$ cat src/rtl/spi_pkg.sv
// Shared types and constants for the SPI flash byte master and its sequencer.
package spi_pkg;

  localparam int unsigned SPI_BYTE_W = 8;

  typedef enum logic [2:0] {
    StIdle,
    StShift,
    StWait,
    StHold,
    StGap
  } spi_state_e;

  localparam logic [7:0] CMD_READ  = 8'h03;
  localparam logic [7:0] CMD_JEDEC = 8'h9F;
  localparam logic [7:0] CMD_WREN  = 8'h06;
  localparam logic [7:0] CMD_RDSR  = 8'h05;

endpackage

$ cat src/rtl/spi_byte_master_if.sv
// Byte handshake between the flash command sequencer (master) and the SPI byte engine (slave).
interface spi_byte_master_if;
  import spi_pkg::*;

  logic                  tx_valid;
  logic [SPI_BYTE_W-1:0] tx_data;
  logic                  tx_last;
  logic                  tx_ready;
  logic                  rx_valid;
  logic [SPI_BYTE_W-1:0] rx_data;
  logic                  busy;

  modport master (
    output tx_valid, tx_data, tx_last,
    input  tx_ready, rx_valid, rx_data, busy
  );

  modport slave (
    input  tx_valid, tx_data, tx_last,
    output tx_ready, rx_valid, rx_data, busy
  );

endinterface

$ cat src/rtl/spi_half_tick.sv
// Loadable down-counter: one-cycle tick every (load value + 1) enabled cycles.
module spi_half_tick (
  input  logic       sys_clk,
  input  logic       rst_n,
  input  logic       i_load,
  input  logic       i_en,
  input  logic [7:0] i_load_val,
  output logic       o_tick
);

  logic [7:0] r_cnt;

  assign o_tick = i_en && (r_cnt == 8'd0);

  always_ff @(posedge sys_clk or negedge rst_n) begin
    if (!rst_n) begin
      r_cnt <= 8'd0;
    end else if (i_load || o_tick) begin
      r_cnt <= i_load_val;
    end else if (i_en) begin
      r_cnt <= r_cnt - 8'd1;
    end
  end

endmodule

$ cat src/rtl/spi_byte_master.sv
// SPI mode-0 byte master: shifts one byte per handshake, holds CS across a multi-byte transaction.
module spi_byte_master
  import spi_pkg::*;
#(
  parameter int unsigned CLK_DIV = 4,
  parameter int unsigned CS_GAP  = 4
) (
  input  logic               sys_clk,
  input  logic               rst_n,
  spi_byte_master_if.slave   bus,
  output logic               spi_cs,
  output logic               spi_clk,
  output logic               MOSI,
  input  logic               MISO
);

  localparam logic [7:0] DivLoad = 8'(CLK_DIV - 1);
  localparam logic [7:0] GapLoad = 8'(CS_GAP - 1);

  spi_state_e r_state, w_state_d;

  logic       r_tx_ready, r_rx_valid, r_busy, r_cs, r_sclk, r_mosi, r_last;
  logic [7:0] r_rx_data, r_tx_shift, r_rx_shift;
  logic [2:0] r_bit_cnt;

  logic       w_tx_ready_d, w_rx_valid_d, w_busy_d, w_cs_d, w_sclk_d, w_mosi_d, w_last_d;
  logic [7:0] w_rx_data_d, w_tx_shift_d, w_rx_shift_d;
  logic [2:0] w_bit_cnt_d;

  logic       w_accept, w_tick, w_load, w_en, w_rise, w_fall, w_byte_end;
  logic [7:0] w_load_val;

  assign w_accept   = bus.tx_valid && r_tx_ready;
  assign w_en       = (r_state == StShift) || (r_state == StHold) || (r_state == StGap);
  assign w_rise     = (r_state == StShift) && w_tick && !r_sclk;
  assign w_fall     = (r_state == StShift) && w_tick && r_sclk;
  assign w_byte_end = w_fall && (r_bit_cnt == 3'd7);
  assign w_load     = w_accept || w_byte_end || ((r_state == StHold) && w_tick);
  // HOLD expiry reloads the counter with the CS gap; everything else times half-periods.
  assign w_load_val = (r_state == StHold) ? GapLoad : DivLoad;

  spi_half_tick u_half_tick (
    .sys_clk    (sys_clk),
    .rst_n      (rst_n),
    .i_load     (w_load),
    .i_en       (w_en),
    .i_load_val (w_load_val),
    .o_tick     (w_tick)
  );

  always_ff @(posedge sys_clk or negedge rst_n) begin
    if (!rst_n) begin
      r_state <= StIdle;
    end else begin
      r_state <= w_state_d;
    end
  end

  always_comb begin
    w_state_d = r_state;
    unique case (r_state)
      StIdle, StWait: if (w_accept) w_state_d = StShift;
      StShift:        if (w_byte_end) w_state_d = r_last ? StHold : StWait;
      StHold:         if (w_tick) w_state_d = StGap;
      StGap:          if (w_tick) w_state_d = StIdle;
      default:        w_state_d = StIdle;
    endcase
  end

  always_comb begin
    w_tx_ready_d = (w_state_d == StIdle) || (w_state_d == StWait);
    w_busy_d     = (w_state_d != StIdle);
    w_cs_d       = !((w_state_d == StShift) || (w_state_d == StWait) || (w_state_d == StHold));
    w_sclk_d     = r_sclk;
    if (w_rise) w_sclk_d = 1'b1;
    if (w_fall) w_sclk_d = 1'b0;
    w_mosi_d     = r_mosi;
    w_tx_shift_d = r_tx_shift;
    if (w_accept) begin
      w_mosi_d     = bus.tx_data[SPI_BYTE_W-1];
      w_tx_shift_d = bus.tx_data;
    end else if (w_fall && !w_byte_end) begin
      w_mosi_d     = r_tx_shift[6];
      w_tx_shift_d = {r_tx_shift[6:0], 1'b0};
    end else if ((r_state == StHold) && w_tick) begin
      w_mosi_d = 1'b0;
    end
    w_rx_shift_d = w_rise ? {r_rx_shift[6:0], MISO} : r_rx_shift;
    w_bit_cnt_d  = w_fall ? r_bit_cnt + 3'd1 : r_bit_cnt;
    w_rx_valid_d = w_byte_end;
    w_rx_data_d  = w_byte_end ? r_rx_shift : r_rx_data;
    w_last_d     = w_accept ? bus.tx_last : r_last;
  end

  always_ff @(posedge sys_clk or negedge rst_n) begin
    if (!rst_n) begin
      r_tx_ready <= 1'b0;
      r_rx_valid <= 1'b0;
      r_busy     <= 1'b0;
      r_cs       <= 1'b1;
      r_sclk     <= 1'b0;
      r_mosi     <= 1'b0;
      r_last     <= 1'b0;
      r_rx_data  <= 8'd0;
      r_tx_shift <= 8'd0;
      r_rx_shift <= 8'd0;
      r_bit_cnt  <= 3'd0;
    end else begin
      r_tx_ready <= w_tx_ready_d;
      r_rx_valid <= w_rx_valid_d;
      r_busy     <= w_busy_d;
      r_cs       <= w_cs_d;
      r_sclk     <= w_sclk_d;
      r_mosi     <= w_mosi_d;
      r_last     <= w_last_d;
      r_rx_data  <= w_rx_data_d;
      r_tx_shift <= w_tx_shift_d;
      r_rx_shift <= w_rx_shift_d;
      r_bit_cnt  <= w_bit_cnt_d;
    end
  end

  assign bus.tx_ready = r_tx_ready;
  assign bus.rx_valid = r_rx_valid;
  assign bus.rx_data  = r_rx_data;
  assign bus.busy     = r_busy;
  assign spi_cs       = r_cs;
  assign spi_clk      = r_sclk;
  assign MOSI         = r_mosi;

endmodule

$ cat src/flat_wrapper.sv
// flat-port wrapper written by rule: the top's interface ports become plain ports
module spi_byte_master_flat import spi_pkg::*;
#(
  parameter int unsigned CLK_DIV = 4,
  parameter int unsigned CS_GAP  = 4
)
  (sys_clk, rst_n, spi_cs, spi_clk, MOSI, MISO, bus_tx_valid, bus_tx_data, bus_tx_last, bus_tx_ready, bus_rx_valid, bus_rx_data, bus_busy);
  spi_byte_master_if bus_i ();
  input  logic sys_clk;
  input  logic rst_n;
  output logic spi_cs;
  output logic spi_clk;
  output logic MOSI;
  input  logic MISO;
  input wire logic [$bits(bus_i.tx_valid)-1:0] bus_tx_valid;
  input wire logic [$bits(bus_i.tx_data)-1:0] bus_tx_data;
  input wire logic [$bits(bus_i.tx_last)-1:0] bus_tx_last;
  output wire logic [$bits(bus_i.tx_ready)-1:0] bus_tx_ready;
  output wire logic [$bits(bus_i.rx_valid)-1:0] bus_rx_valid;
  output wire logic [$bits(bus_i.rx_data)-1:0] bus_rx_data;
  output wire logic [$bits(bus_i.busy)-1:0] bus_busy;
  assign bus_i.tx_valid = bus_tx_valid;
  assign bus_i.tx_data = bus_tx_data;
  assign bus_i.tx_last = bus_tx_last;
  assign bus_tx_ready = bus_i.tx_ready;
  assign bus_rx_valid = bus_i.rx_valid;
  assign bus_rx_data = bus_i.rx_data;
  assign bus_busy = bus_i.busy;
  spi_byte_master #(.CLK_DIV(CLK_DIV), .CS_GAP(CS_GAP)) u_core (.sys_clk(sys_clk), .rst_n(rst_n), .bus(bus_i), .spi_cs(spi_cs), .spi_clk(spi_clk), .MOSI(MOSI), .MISO(MISO));
endmodule
$ cat config.mk
export PLATFORM = sky130hd
export DESIGN_NAME = spi_byte_master_flat
export DESIGN_NICKNAME = d
export VERILOG_FILES = /design/src/rtl/spi_pkg.sv /design/src/rtl/spi_byte_master_if.sv /design/src/rtl/spi_half_tick.sv /design/src/rtl/spi_byte_master.sv /design/src/flat_wrapper.sv
export SDC_FILE = /design/constraint.sdc
export NUM_CORES = 1
export LEC_CHECK = 0
export ABC_AREA = 1
export BUFFER_PORTS_ARGS = -buffer_cell sky130_fd_sc_hd__buf_2
export CAP_MARGIN = 15
export CORE_ASPECT_RATIO = 1.5
export CORE_MARGIN = 2
export CORE_UTILIZATION = 45
export DETAILED_ROUTE_END_ITERATION = 8
export SYNTH_ARGS = -nofsm -noshare
export SYNTH_HDL_FRONTEND = slang
export SYNTH_SLANG_ARGS = --single-unit
$ cat constraint.sdc
create_clock -name sys_clk -period 2.1 [get_ports sys_clk]
set_input_delay 0.42 -clock sys_clk [delete_from_list [all_inputs] [get_ports sys_clk]]
set_output_delay 0.42 -clock sys_clk [all_outputs]
set_load 0.01 [all_outputs]
[Word-level counts from Yosys, hierarchy flattened]
Cells that the tools add are included.
Storage, ports and cells
  register bits: 44
Operators by class
  add/subtract/negate cells: 2
  equality and inequality tests: 8
  multiplexer cells: 15
  reduce and logical (&&, ||, !) cells: 28
Operators by type and width (number)
  $mux W8: 2
  $mux W7: 2
  $eq A3 B2 Y1 const B: 4
  $mux W3: 4
  $pmux W3 S4: 1
  $logic_and A1 B1 Y1: 8
  $logic_not A8 Y1: 1
  $logic_or A1 B1 Y1: 8
  $sub A8 B1 Y8 const B: 1
  $eq A3 B1 Y1 const B: 2
  $eq A3 B3 Y1 const B: 2
  $logic_not A3 Y1: 2
  $mux W1: 6
  $reduce_bool A2 Y1: 3
  $reduce_bool A3 Y1: 2
  $add A3 B1 Y3 const B: 1
  $logic_not A1 Y1: 3
  $reduce_or A2 Y1: 1

[Longest topological paths before layout]
  depth in word-level cells: 13
  mapped depth: 11
  gate-level depth less buffers: 10

[By module]
Synthesis repeated with hierarchy kept, for this count alone.
Second synthesis, totals
  cell total of the unflattened synthesis: 284
  area total of the unflattened synthesis: 2274.7 sq um
By module, submodules not included
  spi_byte_master: times used 1, cells an instance 183, area each 1629.1 sq um, sequential area each 902.1 sq um
  spi_half_tick: times used 1, cells an instance 101, area each 645.6 sq um, sequential area each 200.2 sq um

[Worst setup path before layout]
No wires, ideal clock.
  path kind: reg2reg
  start point: register u_core.u_half_tick.r_cnt[0]
  end point: register u_core.r_tx_shift[4]
  library setup time: 0.074 ns
  data arrival time: 1.483 ns
  slack: 0.543 ns
  stages on the path, launching flop included: 12
  clock period less this slack: 1.557 ns
  cell sequence: dfrtp_1 > inv_1 > ha_1 > nand2_1 > nor2_8 > nand3_4 > nor2_4 > inv_2 > nand2_4 > buf_6 > nand2_1 > o21ai_2
Between the ends
  longest elaborated chain between the ends: 8
Ends and longest elaborated chain
  start: declaration: line spi_half_tick.sv:11  | logic [7:0] r_cnt;
  start signal: assignment: line spi_half_tick.sv:19  | r_cnt <= i_load_val;
  start signal: assignment: line spi_half_tick.sv:21  | r_cnt <= r_cnt - 8'd1;
  $logic_not A8 Y1 *: line spi_half_tick.sv:13  | assign o_tick = i_en && (r_cnt == 8'd0);
  $logic_and A1 B1 Y1 *: line spi_half_tick.sv:13
  $logic_and A1 B1 Y1 * (2 in series): line spi_byte_master.sv:36  | assign w_fall = (r_state == StShift) && w_tick && r_sclk;
  $logic_and A1 B1 Y1: line spi_byte_master.sv:37  | assign w_byte_end = w_fall && (r_bit_cnt == 3'd7);
  $logic_not A1 Y1: line spi_byte_master.sv:82  | end else if (w_fall && !w_byte_end) begin
  $logic_and A1 B1 Y1 *: line spi_byte_master.sv:82
  $reduce_bool A2 Y1 (no source line) *
  end signal: assignment: line spi_byte_master.sv:117  | r_tx_shift <= w_tx_shift_d;
  end: declaration: line spi_byte_master.sv:23  | logic [7:0] r_rx_data, r_tx_shift, r_rx_shift;
Mark *: on every way between the ends. The rest lies on a longest branch, timed or not.
A chain may end at the register's enable or synchronous reset.

[Worst setup path in the final report]
  start point: register u_core.u_half_tick.r_cnt[0]
  end point: register u_core.r_tx_ready (netlist: u_core.bus.tx_ready)
Between the ends
  longest elaborated chain between the ends: 9
  elaborated cells on any way between the ends: 12
  those cells by class: eq/ne (1); mux (4); reduce/logical (7)
Ends and longest elaborated chain
  $logic_not A8 Y1 *: line spi_half_tick.sv:13
  $logic_and A1 B1 Y1 *: line spi_half_tick.sv:13
  $logic_and A1 B1 Y1 (2 in series): line spi_byte_master.sv:36
  $logic_and A1 B1 Y1: line spi_byte_master.sv:37
  $mux W3: line spi_byte_master.sv:63  | StShift: if (w_byte_end) w_state_d = r_last ? StHold : StWait;
  $pmux W3 S4 *: line spi_byte_master.sv:61  | unique case (r_state)
  via u_core.w_state_d[0]: line spi_byte_master.sv:20  | spi_state_e r_state, w_state_d;
  $eq A3 B2 Y1 / $logic_not A3 Y1 (equally long branches): line spi_byte_master.sv:71  | w_tx_ready_d = (w_state_d == StIdle) || (w_state_d == StWait);
  $logic_or A1 B1 Y1 *: line spi_byte_master.sv:71
  via u_core.w_tx_ready_d: line spi_byte_master.sv:26  | logic w_tx_ready_d, w_rx_valid_d, w_busy_d, w_cs_d, w_sclk_d, w_mosi_d, w_last_d;
  end signal: assignment: line spi_byte_master.sv:109  | r_tx_ready <= w_tx_ready_d;
  end: declaration: line spi_byte_master.sv:22  | logic r_tx_ready, r_rx_valid, r_busy, r_cs, r_sclk, r_mosi, r_last;
Mark *: on every way through the listed nets, which the timed path passes. The rest lies on a longest branch.

==> reports/metrics.cfg <==
[timing]
post-route-min-period_ns = 1.76
timing.final.max_slew_violations = 0
fmax_ghz = 0.568
final-hold-violation-count = 0
slew-limit-headroom_pct = 65.3
setup_tns_ns = 0
finClkSkew_ns = 0.00596
max_slew.worst_pin.slew_ns = 0.521
final-setup-viol-count = 0
final.period_utilization_pct = 83.9
unrepaired_setup_endpoints_after_global_routing = no

[placed_design]
place_congestion = 0.888
detailed_place_hpwl_um = 2690
place.port_buffers = 26

[worst_setup_path]
critPathKind = reg2reg
reg2reg_slack_ns = 0.34
reg2reg_to = u_core.bus.tx_ready
worstSetupStartpointType = register
r2r_cells = 8
worst_ep_required_time_ns = 2.33
timing.critical_path.to_type = register
launch_instance_of_the_worst_register_to_register_path = u_core.u_half_tick.r_cnt[0]
critical_path.max_fanout = 18
worstPathArrival_ns = 2.00

[flow_run]
maxCapViolCount = 0

[die]
placement_rows = 29
die_x_um = 58.5
die-height_um = 85.8
io_pins = 27
area_inside_the_core_boundary_um2 = 4250
dieArea_um2 = 5020
start_util_pct = 47.3

[drt]
detail_route.drc_violations = 0
detailroute.via_count = 1469
drt-total-wl_um = 3740
first_iter_violations = 72
vias_per_cell = 4.83
wl_per_cell_um = 12.3
route.antenna.remaining_nets = 0
drt-pass1-iter-count = 4

[synthesis]
netlist_area_um2 = 2010
seq_area_frac_synth_pct = 54.9
ys.warnings.count = 0
synth_fp_nets = 242
average_cell_area_after_synthesis_um2 = 8.93
ys_ff_latch = 44
number_of_instances_in_the_synthesized_netlist = 225
netlist-cell-type-count = 31

[clocking]
clock_tree.htree_level_count = 2
postCtsResizedCells = 0
postCtsSetupRepairBufs = 0
cts-root-buf = clkbuf_8
cts_hold_buf = 0
cts.path.max_buffers = 2
cts_buffers = 5
clock_sinks = 44
clk_pin_slew_worst_paths_ns = 0.09
cts_tree = built
clock_insertion_delay_worst_skew_ns = 0.30

[finish]
insertedDiodeCount = 0
final_nets = 274
layout-drive-gt1-share_pct = 20.5
mostFrequentLayoutCell = nand2_1
layout_common_cells = nand2_1 (56), dfrtp_1 (43), inv_1 (31), buf_2 (26), o21ai_0 (25)
layout-area-overhead-vs-synth_pct = 17.3

[power]
max-vdd-ir-drop_v = 0.000617
total_power_mw = 1.77
power_density_nw_per_um2 = 750
cellLeakagePower_nw = 1.27

[outcome]
status = complete, no violations

[global_routing]
via_count_of_the_first_global_routing_pass = 1445
grt_start_max_net_pins = 25
grt_pass1_wl_um = 6250
initial_antenna_violation_count = 0
grt_overflow = 0
globalRouteTotalUtil_pct = 16.7

[worst_hold_path]
worst_hold_path_type = in2async

-- logic make-up after synthesis --
logic type,after synthesis,share of synthesized area [%]
simple gates,98,23.2
flops,44,54.9
buf+inv,38,7.48
compound gates,37,10.2
xor+xnor,4,1.74
fa+ha+maj,4,2.49
-- power by group --
group	internal [mW]	switching, mW	leakage [nW]	total [mW]
clock	0.595	0.293	0.0784	0.887
sequential	0.847	0.000312	0.542	0.848
combinational	0.0106	0.0202	0.645	0.0307
total	1.45	0.313	1.27	1.77
-- worst max-delay path by stage --
stage / startpoint / to / depth (start not counted)
finish: u_core.u_half_tick.r_cnt[0] / u_core.bus.tx_ready / 8
global route: u_core.u_half_tick.r_cnt[0] / u_core.spi_cs / 8
CTS: u_core.u_half_tick.r_cnt[0] / u_core.bus.tx_ready / 8
detailed placement: u_core.u_half_tick.r_cnt[0] / u_core.spi_cs / 8
global placement: u_core.u_half_tick.r_cnt[0] / u_core.spi_cs / 8
floorplan: u_core.u_half_tick.r_cnt[0] / u_core.r_tx_shift[4] / 11
-- through the flow --
step           setup WS [ns]  cells  util [%]  hold slack (ns)  cell area [um^2]
6_report               0.339    304      55.5           0.0841              2350
5_1_grt                0.121    304      55.5            0.125              2350
4_1_cts                0.317    304      55.5           0.0977              2350
3_5_place_dp           0.345    296      51.7            0.428              2200
3_3_place_gp           0.398    296      51.7            0.428              2200
2_1_floorplan          0.543    225         -            0.124              2010
-- layout make-up --
type,count,area [um^2]
fillers,414,1890
flip-flops and latches,44,1100
multi-input cells,143,756
repair buffers,29,153
inverters,34,128
clock inverters,3,90.1
clock buffers,5,68.8
well taps,46,57.6
-- cell usage after synthesis --
cell | instances | area (um^2)
a21oi_1 | 2 | 10.0
a22oi_1 | 1 | 7.51
a41oi_1 | 1 | 8.76
buf_6 | 1 | 11.3
clkbuf_1 | 3 | 11.3
clkinv_1 | 1 | 3.75
dfrtp_1 | 43 | 1080
dfstp_2 | 1 | 26.3
ha_1 | 4 | 50.1
inv_1 | 31 | 116
inv_2 | 2 | 7.51
nand2_1 | 56 | 210
nand2_2 | 1 | 6.26
nand2_4 | 1 | 11.3
nand3_1 | 2 | 10.0
nand3_2 | 1 | 10.0
nand3_4 | 1 | 17.5
nand3b_1 | 1 | 7.51
nand4_1 | 3 | 18.8
nand4_4 | 1 | 21.3
nor2_1 | 22 | 82.6
nor2_2 | 3 | 18.8
nor2_4 | 1 | 11.3
nor2_8 | 1 | 20.0
nor3_1 | 4 | 20.0
o21ai_0 | 25 | 125
o21ai_1 | 4 | 20.0
o21ai_2 | 3 | 26.3
o21bai_1 | 1 | 7.51
xnor2_1 | 1 | 8.76
xor2_1 | 3 | 26.3
-- layer usage --
metal | GRT usage, % | vias to the layer above | wire length, um
met1 | 18.5 | 676 | 1590
met4 | 8.25 | 0 | 64
met2 | 28.9 | 21 | 1960
met5 | 0 | - | 0
li1 | - | 767 | -
met3 | 4.37 | 5 | 131
-- state kept, by name, indices dropped and copies added, names as in the netlist --
name	cells
u_core.spi_clk	1
u_core.r_tx_shift	7
u_core.bus.busy	1
u_core.r_last	1
u_core.bus.rx_data	8
u_core.bus.rx_valid	1
u_core.MOSI	1
u_core.r_rx_shift	8
u_core.r_bit_cnt	3
u_core.bus.tx_ready	1
u_core.u_half_tick.r_cnt	8
u_core.spi_cs	1
u_core.r_state	3
-- critical path, stage by stage, from the launching register on --
cell      delay, ns
dfrtp_1        0.39
inv_1          0.11
ha_1           0.16
nand2_1        0.13
nor2_8         0.21
nand4_4        0.23
o21bai_1       0.24
nand2_1        0.11
nor2_1         0.10
No activity file was read; power rests on OpenSTA's default activity.
